<file path="src/rtl/buck_pwm_generator_if.sv">
// Connection between the discharge controllers and the two-phase buck PWM generator.
// The master side issues state and on-time commands; the slave side returns the timebase and gate drives.
interface buck_pwm_generator_if;
   logic [7:0]  current_state;
   logic [15:0] charging_time_0;
   logic [15:0] charging_time_1;
   logic [15:0] timer_buck_4us_0;
   logic [15:0] timer_buck_4us_1;
   logic        cycle_start_0;
   logic        cycle_start_1;
   logic [15:0] on_time_applied_0;
   logic [15:0] on_time_applied_1;
   logic        buck_hs_0;
   logic        buck_ls_0;
   logic        buck_hs_1;
   logic        buck_ls_1;

   modport master (
      output current_state, charging_time_0, charging_time_1,
      input  timer_buck_4us_0, timer_buck_4us_1, cycle_start_0, cycle_start_1,
      input  on_time_applied_0, on_time_applied_1,
      input  buck_hs_0, buck_ls_0, buck_hs_1, buck_ls_1
   );

   modport slave (
      input  current_state, charging_time_0, charging_time_1,
      output timer_buck_4us_0, timer_buck_4us_1, cycle_start_0, cycle_start_1,
      output on_time_applied_0, on_time_applied_1,
      output buck_hs_0, buck_ls_0, buck_hs_1, buck_ls_1
   );
endinterface

</file>
<file path="src/rtl/buck_pwm_generator.sv">
// Two-phase interleaved buck PWM: free-running 4 us timebase, per-period shadowed on-time
// with clamping, and dead-time separated high-/low-side gates gated by the discharge state.
module buck_pwm_generator #(
   parameter logic [15:0] PERIOD_CYCLES = 16'd400,
   parameter logic [15:0] PHASE_OFFSET  = 16'd200,
   parameter logic [15:0] MAX_ON_TIME   = 16'd360,
   parameter logic [15:0] MIN_ON_TIME   = 16'd8,
   parameter logic [15:0] DEAD_TIME     = 16'd5
) (
   input logic                  clk,
   input logic                  rst_n,
   buck_pwm_generator_if.slave  pwm
);
   localparam logic [7:0]  S_WAIT_BREAKDOWN  = 8'h01;
   localparam logic [7:0]  S_BUCK_INTERLEAVE = 8'h02;
   localparam logic [15:0] LAST_COUNT        = PERIOD_CYCLES - 16'd1;
   localparam logic [15:0] LS_END            = PERIOD_CYCLES - DEAD_TIME;

   typedef enum logic {ST_IDLE, ST_RUN} phase_state_t;

   logic [15:0] cmd          [2];
   logic        active       [2];
   logic [15:0] timer_out    [2];
   logic [15:0] shadow_out   [2];
   logic        cycle_out    [2];
   logic        hs_out       [2];
   logic        ls_out       [2];

   function automatic logic [15:0] clamp_cmd(input logic [15:0] c);
      if (c < MIN_ON_TIME)
         return 16'd0;
      else if (c > MAX_ON_TIME)
         return MAX_ON_TIME;
      else
         return c;
   endfunction

   assign cmd[0]    = pwm.charging_time_0;
   assign cmd[1]    = pwm.charging_time_1;
   // Phase 0 also runs while waiting for breakdown; phase 1 only in full interleave.
   assign active[0] = (pwm.current_state == S_BUCK_INTERLEAVE) ||
                      (pwm.current_state == S_WAIT_BREAKDOWN);
   assign active[1] = (pwm.current_state == S_BUCK_INTERLEAVE);

   genvar gi;
   generate
      for (gi = 0; gi < 2; gi++) begin : g_phase
         localparam logic [15:0] TIMER_INIT = (gi == 0) ? 16'd0 : PHASE_OFFSET;

         phase_state_t state_reg;
         logic [15:0]  timer_reg;
         logic [15:0]  timer_next;
         logic [15:0]  shadow_reg;
         logic         cycle_start_reg;
         logic         hs_reg;
         logic         ls_reg;
         logic         at_end;
         logic         hs_next;
         logic         ls_next;

         always_comb begin
            at_end     = (timer_reg == LAST_COUNT);
            timer_next = at_end ? 16'd0 : timer_reg + 16'd1;
            hs_next    = (shadow_reg != 16'd0) && (timer_reg < shadow_reg);
            ls_next    = (shadow_reg != 16'd0) &&
                         (timer_reg >= shadow_reg + DEAD_TIME) &&
                         (timer_reg < LS_END);
         end

         // Entry into RUN only at the period boundary keeps the first pulse whole;
         // exit is immediate and drops both gates together, so no dead time is needed.
         always_ff @(posedge clk or negedge rst_n) begin
            if (!rst_n) begin
               state_reg       <= ST_IDLE;
               timer_reg       <= TIMER_INIT;
               shadow_reg      <= 16'd0;
               cycle_start_reg <= 1'b0;
               hs_reg          <= 1'b0;
               ls_reg          <= 1'b0;
            end else begin
               timer_reg       <= timer_next;
               cycle_start_reg <= (timer_next == LAST_COUNT);
               if (at_end)
                  shadow_reg <= clamp_cmd(cmd[gi]);
               case (state_reg)
                  ST_IDLE: begin
                     hs_reg <= 1'b0;
                     ls_reg <= 1'b0;
                     if (at_end && active[gi])
                        state_reg <= ST_RUN;
                  end
                  ST_RUN: begin
                     if (!active[gi]) begin
                        state_reg <= ST_IDLE;
                        hs_reg    <= 1'b0;
                        ls_reg    <= 1'b0;
                     end else begin
                        hs_reg <= hs_next;
                        ls_reg <= ls_next;
                     end
                  end
                  default: begin
                     state_reg <= ST_IDLE;
                     hs_reg    <= 1'b0;
                     ls_reg    <= 1'b0;
                  end
               endcase
            end
         end

         assign timer_out[gi]  = timer_reg;
         assign shadow_out[gi] = shadow_reg;
         assign cycle_out[gi]  = cycle_start_reg;
         assign hs_out[gi]     = hs_reg;
         assign ls_out[gi]     = ls_reg;
      end
   endgenerate

   assign pwm.timer_buck_4us_0  = timer_out[0];
   assign pwm.timer_buck_4us_1  = timer_out[1];
   assign pwm.cycle_start_0     = cycle_out[0];
   assign pwm.cycle_start_1     = cycle_out[1];
   assign pwm.on_time_applied_0 = shadow_out[0];
   assign pwm.on_time_applied_1 = shadow_out[1];
   assign pwm.buck_hs_0         = hs_out[0];
   assign pwm.buck_ls_0         = ls_out[0];
   assign pwm.buck_hs_1         = hs_out[1];
   assign pwm.buck_ls_1         = ls_out[1];
endmodule

</file>
<file path="src/flat_wrapper.sv">
// flat-port wrapper written by rule: the top's interface ports become plain ports
module buck_pwm_generator_flat 
#(
   parameter logic [15:0] PERIOD_CYCLES = 16'd400,
   parameter logic [15:0] PHASE_OFFSET  = 16'd200,
   parameter logic [15:0] MAX_ON_TIME   = 16'd360,
   parameter logic [15:0] MIN_ON_TIME   = 16'd8,
   parameter logic [15:0] DEAD_TIME     = 16'd5
)
  (clk, rst_n, pwm_current_state, pwm_charging_time_0, pwm_charging_time_1, pwm_timer_buck_4us_0, pwm_timer_buck_4us_1, pwm_cycle_start_0, pwm_cycle_start_1, pwm_on_time_applied_0, pwm_on_time_applied_1, pwm_buck_hs_0, pwm_buck_ls_0, pwm_buck_hs_1, pwm_buck_ls_1);
  buck_pwm_generator_if pwm_i ();
  input logic clk;
  input logic rst_n;
  input wire logic [$bits(pwm_i.current_state)-1:0] pwm_current_state;
  input wire logic [$bits(pwm_i.charging_time_0)-1:0] pwm_charging_time_0;
  input wire logic [$bits(pwm_i.charging_time_1)-1:0] pwm_charging_time_1;
  output wire logic [$bits(pwm_i.timer_buck_4us_0)-1:0] pwm_timer_buck_4us_0;
  output wire logic [$bits(pwm_i.timer_buck_4us_1)-1:0] pwm_timer_buck_4us_1;
  output wire logic [$bits(pwm_i.cycle_start_0)-1:0] pwm_cycle_start_0;
  output wire logic [$bits(pwm_i.cycle_start_1)-1:0] pwm_cycle_start_1;
  output wire logic [$bits(pwm_i.on_time_applied_0)-1:0] pwm_on_time_applied_0;
  output wire logic [$bits(pwm_i.on_time_applied_1)-1:0] pwm_on_time_applied_1;
  output wire logic [$bits(pwm_i.buck_hs_0)-1:0] pwm_buck_hs_0;
  output wire logic [$bits(pwm_i.buck_ls_0)-1:0] pwm_buck_ls_0;
  output wire logic [$bits(pwm_i.buck_hs_1)-1:0] pwm_buck_hs_1;
  output wire logic [$bits(pwm_i.buck_ls_1)-1:0] pwm_buck_ls_1;
  assign pwm_i.current_state = pwm_current_state;
  assign pwm_i.charging_time_0 = pwm_charging_time_0;
  assign pwm_i.charging_time_1 = pwm_charging_time_1;
  assign pwm_timer_buck_4us_0 = pwm_i.timer_buck_4us_0;
  assign pwm_timer_buck_4us_1 = pwm_i.timer_buck_4us_1;
  assign pwm_cycle_start_0 = pwm_i.cycle_start_0;
  assign pwm_cycle_start_1 = pwm_i.cycle_start_1;
  assign pwm_on_time_applied_0 = pwm_i.on_time_applied_0;
  assign pwm_on_time_applied_1 = pwm_i.on_time_applied_1;
  assign pwm_buck_hs_0 = pwm_i.buck_hs_0;
  assign pwm_buck_ls_0 = pwm_i.buck_ls_0;
  assign pwm_buck_hs_1 = pwm_i.buck_hs_1;
  assign pwm_buck_ls_1 = pwm_i.buck_ls_1;
  buck_pwm_generator #(.PERIOD_CYCLES(PERIOD_CYCLES), .PHASE_OFFSET(PHASE_OFFSET), .MAX_ON_TIME(MAX_ON_TIME), .MIN_ON_TIME(MIN_ON_TIME), .DEAD_TIME(DEAD_TIME)) u_core (.clk(clk), .rst_n(rst_n), .pwm(pwm_i));
endmodule
</file>
<file path="config.mk">
export PLATFORM = sky130hd
export DESIGN_NAME = buck_pwm_generator_flat
export DESIGN_NICKNAME = d
export VERILOG_FILES = /design/src/rtl/buck_pwm_generator_if.sv /design/src/rtl/buck_pwm_generator.sv /design/src/flat_wrapper.sv
export SDC_FILE = /design/constraint.sdc
export NUM_CORES = 1
export LEC_CHECK = 0
export CORE_ASPECT_RATIO = 0.8
export CORE_MARGIN = 1.5
export CORE_UTILIZATION = 50
export DETAILED_ROUTE_END_ITERATION = 6
export HOLD_SLACK_MARGIN = 0.06
export PLACE_DENSITY = 0.78
export SETUP_SLACK_MARGIN = 0.2
export SLEW_MARGIN = 20
export SYNTH_ARGS = -nofsm -noshare
export SYNTH_HDL_FRONTEND = slang
export SYNTH_SLANG_ARGS = --single-unit
</file>
<file path="constraint.sdc">
create_clock -name clk -period 3.3 [get_ports clk]
set_input_delay 0.66 -clock clk [delete_from_list [all_inputs] [get_ports clk]]
set_output_delay 0.66 -clock clk [all_outputs]
set_load 0.01 [all_outputs]
</file>
* Yosys cells after proc, flatten, opt, wreduce, memory -nomap -nowiden
Index checks and enable logic that the tools add are counted.
** Word-level totals
- Bits of input ports :: 42
- Output and inout bits :: 70
- Logic and storage cells :: 65
- Bits in registers :: 72
** Operators by class
- Eq/ne operators :: 6
- Reductions and logical operators :: 11
- Bitwise logic cells :: 2
- Multiplexer cells :: 20
- $add $sub $neg :: 4
- Order comparisons :: 10
** Operators by type and width (count)
- $mux W16 :: 6
- $eq A16 B9 Y1 const B :: 4
- $add A16 B1 Y16 const B :: 2
- $add A16 B3 Y16 const B :: 2
- $ge A16 B16 Y1 :: 2
- $gt A16 B9 Y1 const B :: 2
- $lt A16 B16 Y1 :: 2
- $lt A16 B4 Y1 const B :: 2
- $lt A16 B9 Y1 const B :: 2
- $reduce_bool A16 Y1 :: 2
- $pmux W1 S2 :: 6
- $eq A8 B1 Y1 const B :: 1
- $eq A8 B2 Y1 const B :: 1
- $logic_and A1 B1 Y1 :: 8
- $mux W1 :: 8
- $not A1 Y1 :: 2
- $logic_or A1 B1 Y1 :: 1

* Depth between registers and ports, before layout
Gate-level depths: netlist of run 1.
- Depth after elaboration :: 6
- Mapped depth :: 11
- Depth with buffers taken out :: 10

* Worst setup path after synthesis of run 1
OpenSTA, ideal clock, no wires.
- Path type :: reg2reg
- From :: register u_core.g_phase[0].shadow_reg[2] (netlist: u_core.pwm.on_time_applied_0[2])
- To :: register u_core.g_phase[0].ls_reg (netlist: u_core.pwm.buck_ls_0)
- Buffers on the path :: 1
- Library setup time :: 0.078 ns
- Cell stages (with the launch flop) :: 11
- Arrival time :: 2.287 ns
- Setup slack :: 0.936 ns
- Cells stage by stage :: dfrtp_1 > clkbuf_1 > a21oi_1 > nor3_1 > nand3_1 > xnor2_1 > ha_1 > nand4_1 > a2111oi_0 > a211oi_1 > a21oi_1
** On the way
- Longest elaborated chain between the ends :: 6
** Ends and longest elaborated chain
- from (decl) :: RTL line buck_pwm_generator.sv:53 : logic [15:0] shadow_reg;
- from (signal assigned) :: RTL line buck_pwm_generator.sv:84 : shadow_reg <= clamp_cmd(cmd[gi]);
- $add A16 B3 Y16 :: RTL line buck_pwm_generator.sv:66 : (timer_reg >= shadow_reg + DEAD_TIME) &&
- $ge A16 B16 Y1 :: RTL line buck_pwm_generator.sv:66
- $logic_and A1 B1 Y1 * :: RTL line buck_pwm_generator.sv:65 : ls_next = (shadow_reg != 16'd0) &&
- $logic_and A1 B1 Y1 * :: RTL line buck_pwm_generator.sv:66
- $mux W1 * :: RTL line buck_pwm_generator.sv:93 : if (!active[gi]) begin
- $pmux W1 S2 * :: RTL line buck_pwm_generator.sv:85 : case (state_reg)
- to (signal assigned) :: RTL line buck_pwm_generator.sv:99 : ls_reg <= ls_next;
- to (decl) :: RTL line buck_pwm_generator.sv:56 : logic ls_reg;
Every way passes the cells marked *; elsewhere a longest branch is shown, timed or not.
A chain may end at the register's enable or synchronous reset.

* Worst setup path in the final report of run 1
- From :: register u_core.g_phase[0].shadow_reg[6] (netlist: u_core.pwm.on_time_applied_0[6])
- To :: register u_core.g_phase[0].ls_reg (netlist: u_core.pwm.buck_ls_0)
Same word-level chain as after synthesis.

==> results of run 1 <==
worst max-delay path by stage:
stage / cells after the start / to / slack, ns / startpoint
after floorplan: 10 / u_core.pwm.buck_ls_0 / 0.94 / u_core.pwm.on_time_applied_0[2]
after global placement: 6 / u_core.pwm.on_time_applied_1[0] / 0.86 / pwm_charging_time_1[13]
after detailed placement: 10 / u_core.pwm.buck_ls_0 / 0.75 / u_core.pwm.on_time_applied_0[6]
after CTS: 10 / u_core.pwm.buck_ls_0 / 0.72 / u_core.pwm.on_time_applied_0[6]
after global routing: 10 / u_core.pwm.buck_ls_0 / 0.51 / u_core.pwm.on_time_applied_0[6]
final: 10 / u_core.pwm.buck_ls_0 / 0.68 / u_core.pwm.on_time_applied_0[6]
area by class of cell:
cell class / instances / area [um^2]
Multi-Input combinational cell: 457 / 3380
Clock inverter: 6 / 83.8
Clock buffer: 10 / 229
Inverter: 44 / 165
Tap cell: 140 / 175
Fill cell: 834 / 3430
Timing Repair Buffer: 114 / 1140
Sequential cell: 72 / 1810
routing by layer:
| metal | GRT usage (%) | vias up | part of all wire, % |
|---|---|---|---|
| li1 | - | 2349 | - |
| met1 | 35.6 | 2349 | 46 |
| met2 | 41.8 | 198 | 45 |
| met3 | 4.32 | 28 | 7.3 |
| met4 | 8.13 | 0 | 1.9 |
| met5 | 0 | - | 0 |
through the flow:
| stage | util, % | power [mW] |
|---|---|---|
| final | 67.1 | 2.00 |
| after global routing | 67.1 | 2.06 |
| after CTS | 67.1 | 2.02 |
| after detailed placement | 64.1 | 0.987 |
| after global placement | 64.1 | 0.985 |
| after floorplan | - | 0.910 |
cell families (layout without fill, tap and decap cells):
kind of cell / after synthesis / after routing / synth area share, %
AOI/OAI and AO/OA: 93 / 93 / 11.5
xor gates and xnor gates: 60 / 60 / 9.72
adders and majority gates: 72 / 72 / 16.7
buffers and inverters: 57 / 174 / 4.14
DFF: 72 / 72 / 33.4
muxes: 4 / 4 / 0.740
and+or+nand+nor: 228 / 228 / 23.8
cells in the mapped netlist, drive strengths merged (6+ instances only):
master | instances | area share [%]
a211oi | 8 | 1.1
a21o | 6 | 0.83
a21oi | 13 | 1.2
a22o | 7 | 1.1
a31oi | 6 | 0.69
and3 | 7 | 0.81
buf | 8 | 0.74
dfrtp | 69 | 32
ha | 72 | 17
inv | 44 | 3.1
nand2 | 45 | 3.1
nand2b | 6 | 0.69
nand3 | 23 | 2.5
nand4 | 19 | 2.4
nor2 | 51 | 3.7
nor3 | 25 | 2.5
nor4 | 21 | 3.6
o2111ai | 7 | 1.1
o21ai | 26 | 2.4
xnor2 | 43 | 7.0
xor2 | 17 | 2.8
power by group through the flow:
| stage | sequential (mW) | clock (mW) | combinational, mW |
|---|---|---|---|
| floorplan | 0.900 | 0 | 0.0103 |
| global placement | 0.900 | 0 | 0.0851 |
| detailed placement | 0.900 | 0 | 0.0871 |
| CTS | 0.884 | 1.05 | 0.0875 |
| global route | 0.884 | 1.08 | 0.0936 |
| finish | 0.884 | 1.03 | 0.0857 |
critical path: stages (launching register included):
cell and delay, ns:
dfrtp_1 0.44, and3_1 0.21, nand3_1 0.11, nor3_1 0.34
nand3_1 0.15, xnor2_1 0.16, ha_1 0.29, nand4_1 0.12
a2111oi_0 0.43, a211oi_1 0.14, a21oi_1 0.15
==> results.yml, run 1 <==
outcome:
  status: "finished clean"
place:
  place_inst: 827
  portBuffers: 111
  place_area_mm2: 0.00667
  place_congestion: 0.876
  place_ws_ns: 0.753
  dpl.hpwl_um: 11300
layout:
  mostFrequentLayoutCells: "110 x clkdlybuf4s50_1, 72 x ha_1, 69 x dfrtp_1"
  drive_gt1_share_pct: 5.41
  fin_area_mm2: 0.00698
  n_antenna_cell: 0
  synthToLayoutAreaGrowth_pct: 29.0
  layout.nets: 812
  mostFrequentLayoutCell: "clkdlybuf4s50_1"
  layoutNonFillerInstCount: 843
sta:
  worst_pin_slew_ns: 0.592
  rsz0062_at_grt: "no"
  max_slew_margin_pct: 60.4
  hold_slack_ns: 0.334
  setup_violations: 0
  slew_violations: 0
  finalHoldViolations: 0
  fin_ws_ns: 0.682
  final.setup.tns_ns: 0
  max_freq_mhz: 382
  finalCriticalPeriod_ns: 2.62
  timing.final.crit_share_pct: 79.3
  finClkSkew_ns: 0.00435
synthesis:
  ys.flop_type: "dfrtp_1"
  synth_seq_cells: 72
  netlist_area_mm2: 0.00541
  yosys_warnings: 0
  synth_edf_count: 0
  ys_seq_area_share_pct: 33.4
  synth_cells: 586
  synth_nets: 700
  async_flop_share_pct: 100
  synth.distinct_cells: 56
  avgSynthCellArea_um2: 9.23
route:
  antenna_left: 0
  wl_per_cell_um: 17.1
  wl_um: 14400
  drcViolationCount: 0
  first_pass_iters: 4
  vias_per_cell: 5.84
  initialDrtViolationCount: 338
  vias: 4924
power_and_ir_drop:
  clockPowerShare_pct: 51.6
  net-switching-power_mw: 0.411
  p_sw_share_pct: 20.5
  power.share.sequential_pct: 44.1
  vdd_drop_max_mv: 0.220
  power_density_mw_per_mm2: 287
  internal_power_mw: 1.59
  comb_power_share_pct: 4.3
  p_leak_nw: 3.14
worst_setup_path:
  timing.rr.start: "u_core.pwm.on_time_applied_0[6]"
  r2r-end: "u_core.pwm.buck_ls_0"
  critPathLaunchType: "register"
  rr_worst_depth: 10
  critPathKind: "reg -> reg"
  cp_max_fo: 7
  ff2ff_setup_slack_ns: 0.68
  cp_data_required_time_ns: 3.56
  worstPathArrival_ns: 2.88
  end_kind: "register"
cts:
  cts_buffer_depth: 2
  htreeDepth: 3
  post_cts_buffers: 0
  numClockSinks: 72
  ctsResizeCount: 0
  cts_tree: "done"
  clk_pin_slew_ns: 0.06
  insertion_delay_ns: 0.33
  cts_buffers: 9
  ctsHoldBuffers: 0
  cts_root_buf: "clkbuf_16"
floorplanning:
  ios: 112
  dieArea_mm2: 0.0115
  rows: 33
  chipHeight_um: 96.0
  fp.dieW_um: 119
  core_area_mm2: 0.0104
  start_util_pct: 52.0
grt:
  grt_max_degree: 73
  grt_antenna_before_repair: 0
  grt_pass1_wl_um: 23400
  first_global_vias: 4752
  grt_use_total_pct: 25.8
  grt_remaining_overflow: 0
flow_run:
  maxCapViolCount: 0
hold_path:
  hp-class: "in -> async"
Power figures use the tool's default switching activity.
==> inputs of run 2 (changes only) <==
--- a/config.mk
+++ b/config.mk
@@ -7,10 +7,10 @@
 export LEC_CHECK = 0
 export CORE_ASPECT_RATIO = 0.8
 export CORE_MARGIN = 1.5
-export CORE_UTILIZATION = 50
+export CORE_UTILIZATION = 47
 export DETAILED_ROUTE_END_ITERATION = 6
 export HOLD_SLACK_MARGIN = 0.06
-export PLACE_DENSITY = 0.78
+export PLACE_DENSITY = 0.77
 export SETUP_SLACK_MARGIN = 0.2
 export SLEW_MARGIN = 20
 export SYNTH_ARGS = -nofsm -noshare
==> constraint.sdc (replaced) <==
create_clock -name clk -period 2.1 [get_ports clk]
set_input_delay 0.42 -clock clk [delete_from_list [all_inputs] [get_ports clk]]
set_output_delay 0.42 -clock clk [all_outputs]
set_load 0.01 [all_outputs]
==> run 2 against run 1 <==
The run now ends with negative setup slack left. Critical path depth is 1 higher. Die area is 6.2% higher. Global-route usage is 3.5 points higher. Largest power group unchanged.
==> results.yml, run 2 (synthesis results as in run 1) <==
layout:
  seq_area_mm2: 0.00184
  mostFrequentLayoutCell: "buf_4"
  mostFrequentLayoutCells: "109 x buf_4, 99 x clkdlybuf4s50_1, 66 x ha_1"
  multi_input_area_mm2: 0.00374
  layout.nets: 926
  n_antenna_cell: 0
  fillers: 717
  drive_gt1_share_pct: 28.8
  finalCoreUtilization_pct: 75.6
  synthToLayoutAreaGrowth_pct: 54.0
  fin_area_mm2: 0.00833
sta:
  slew_violations: 0
  timing.final.crit_share_pct: 108
  finalCriticalPeriod_ns: 2.28
  worst_pin_slew_ns: 0.507
  setup_violations: 2
  rsz0062_at_grt: "yes"
  finalHoldViolations: 0
  finClkSkew_ns: 0.00706
  hold_slack_ns: 0.0911
  max_freq_mhz: 440
  max_slew_margin_pct: 65.9
  fin_ws_ns: -0.175
cts:
  cts_tree: "done"
  cts_buffer_depth: 2
  insertion_delay_ns: 0.34
  ctsHoldBuffers: 0
  htreeDepth: 3
  clk_pin_slew_ns: 0.06
  cts_buffers: 9
  numClockSinks: 72
  cts_root_buf: "clkbuf_16"
worst_setup_path:
  r2r-end: "u_core.pwm.buck_ls_0"
  ff2ff_setup_slack_ns: -0.18
  critPathKind: "reg -> reg"
  timing.rr.start: "u_core.pwm.on_time_applied_0[0]"
  critPathLaunchType: "register"
  worstPathArrival_ns: 2.54
  rr_worst_depth: 11
  cp_data_required_time_ns: 2.37
  end_kind: "register"
  cp_max_fo: 4
power_and_ir_drop:
  net-switching-power_mw: 0.673
  comb_power_share_pct: 4.3
  internal_power_mw: 2.69
  power_density_mw_per_mm2: 404
  p_sw_share_pct: 20.0
  vdd_drop_max_mv: 0.371
  power.share.sequential_pct: 41.2
  p_leak_nw: 3.87
  clockPowerShare_pct: 54.5
outcome:
  status: "finished, violations left"
  violations: "negative setup slack"
route:
  wl_per_cell_um: 18.6
  antenna_left: 0
  initialDrtViolationCount: 373
  first_pass_iters: 5
  vias: 5578
  vias_per_cell: 5.80
  drcViolationCount: 0
  wl_um: 17800
floorplanning:
  fp.dieW_um: 123
  ios: 112
  core_area_mm2: 0.0110
  start_util_pct: 49.1
  dieArea_mm2: 0.0122
  chipHeight_um: 98.9
  rows: 34
grt:
  grt_max_degree: 73
  grt_pass1_wl_um: 27900
  first_global_vias: 5565
  grt_remaining_overflow: 0
  grt_use_total_pct: 29.3
  grt_antenna_before_repair: 0
place:
  dpl.hpwl_um: 12700
  place_ws_ns: -0.190
  portBuffers: 111
  place_area_mm2: 0.00739
  place_congestion: 0.958
flow_run:
  maxCapViolCount: 0
hold_path:
  hp-class: "in -> async"
[run 2: power groups by stage]
stage / registers (mW) / logic, mW / clock network, mW
2_1_floorplan: 1.41 / 0.0168 / 0
3_3_place_gp: 1.41 / 0.139 / 0
3_5_place_dp: 1.41 / 0.142 / 0
4_1_cts: 1.39 / 0.144 / 1.86
5_1_grt: 1.39 / 0.158 / 1.93
6_report: 1.39 / 0.144 / 1.84
[run 2: worst max path at each step]
stage | from | depth (start not counted) | slack, ns | to
after floorplan | u_core.pwm.on_time_applied_0[7] | 10 | -0.08 | u_core.pwm.buck_ls_0
after global placement | pwm_charging_time_1[13] | 6 | -0.12 | u_core.pwm.on_time_applied_1[1]
after detailed placement | pwm_charging_time_1[13] | 6 | -0.19 | u_core.pwm.on_time_applied_1[0]
after CTS | u_core.pwm.on_time_applied_0[0] | 9 | -0.11 | u_core.pwm.buck_ls_0
after global routing | u_core.pwm.on_time_applied_0[4] | 10 | -0.35 | u_core.pwm.buck_ls_0
final | u_core.pwm.on_time_applied_0[0] | 11 | -0.18 | u_core.pwm.buck_ls_0
[run 2: repair_timing]
| item | 4_1_cts | 5_1_grt |
|---|---|---|
| gates resized for setup | 43 | 52 |
| setup buffers | 15 | 18 |
| gates cloned | 0 | 0 |
| endpoints found under the hold margin | 0 | 0 |
| setup endpoints to repair | 37 | 45 |
| pin swaps | 21 | 29 |
[run 2: area by class of cell]
type	instances	share of cell area (%)
Clock buffer	11	3.03
Clock inverter	5	1.23
Inverter	44	1.98
Multi-Input combinational cell	457	45.0
Sequential cell	72	22.1
Tap cell	144	2.16
Timing Repair Buffer	228	24.5
[run 2: routing by layer]
metal / track usage, % / routed length [um] / share of wire (%)
met1: 41.3 / 7860 / 44
met2: 45.5 / 8360 / 47
met3: 6.31 / 1310 / 7.4
met4: 8.23 / 308 / 1.7
met5: 0 / 0 / 0
[run 2: critical path, stage by stage (launching register included)]
cell	delay [ns]
dfrtp_2	0.43
a21oi_4	0.09
buf_4	0.14
nor3_4	0.20
buf_4	0.15
nand3_1	0.10
xnor2_1	0.14
ha_1	0.31
nand4_1	0.14
a2111oi_2	0.24
a211oi_1	0.12
a21oi_1	0.14
[run 2: stage by stage]
step | setup TNS, ns | instances | power [mW]
after floorplan | -0.0797 | 586 | 1.43
after global placement | -0.848 | 912 | 1.55
after detailed placement | -1.43 | 912 | 1.56
after CTS | -0.111 | 943 | 3.40
after global routing | -0.592 | 961 | 3.48
final | -0.189 | 961 | 3.37
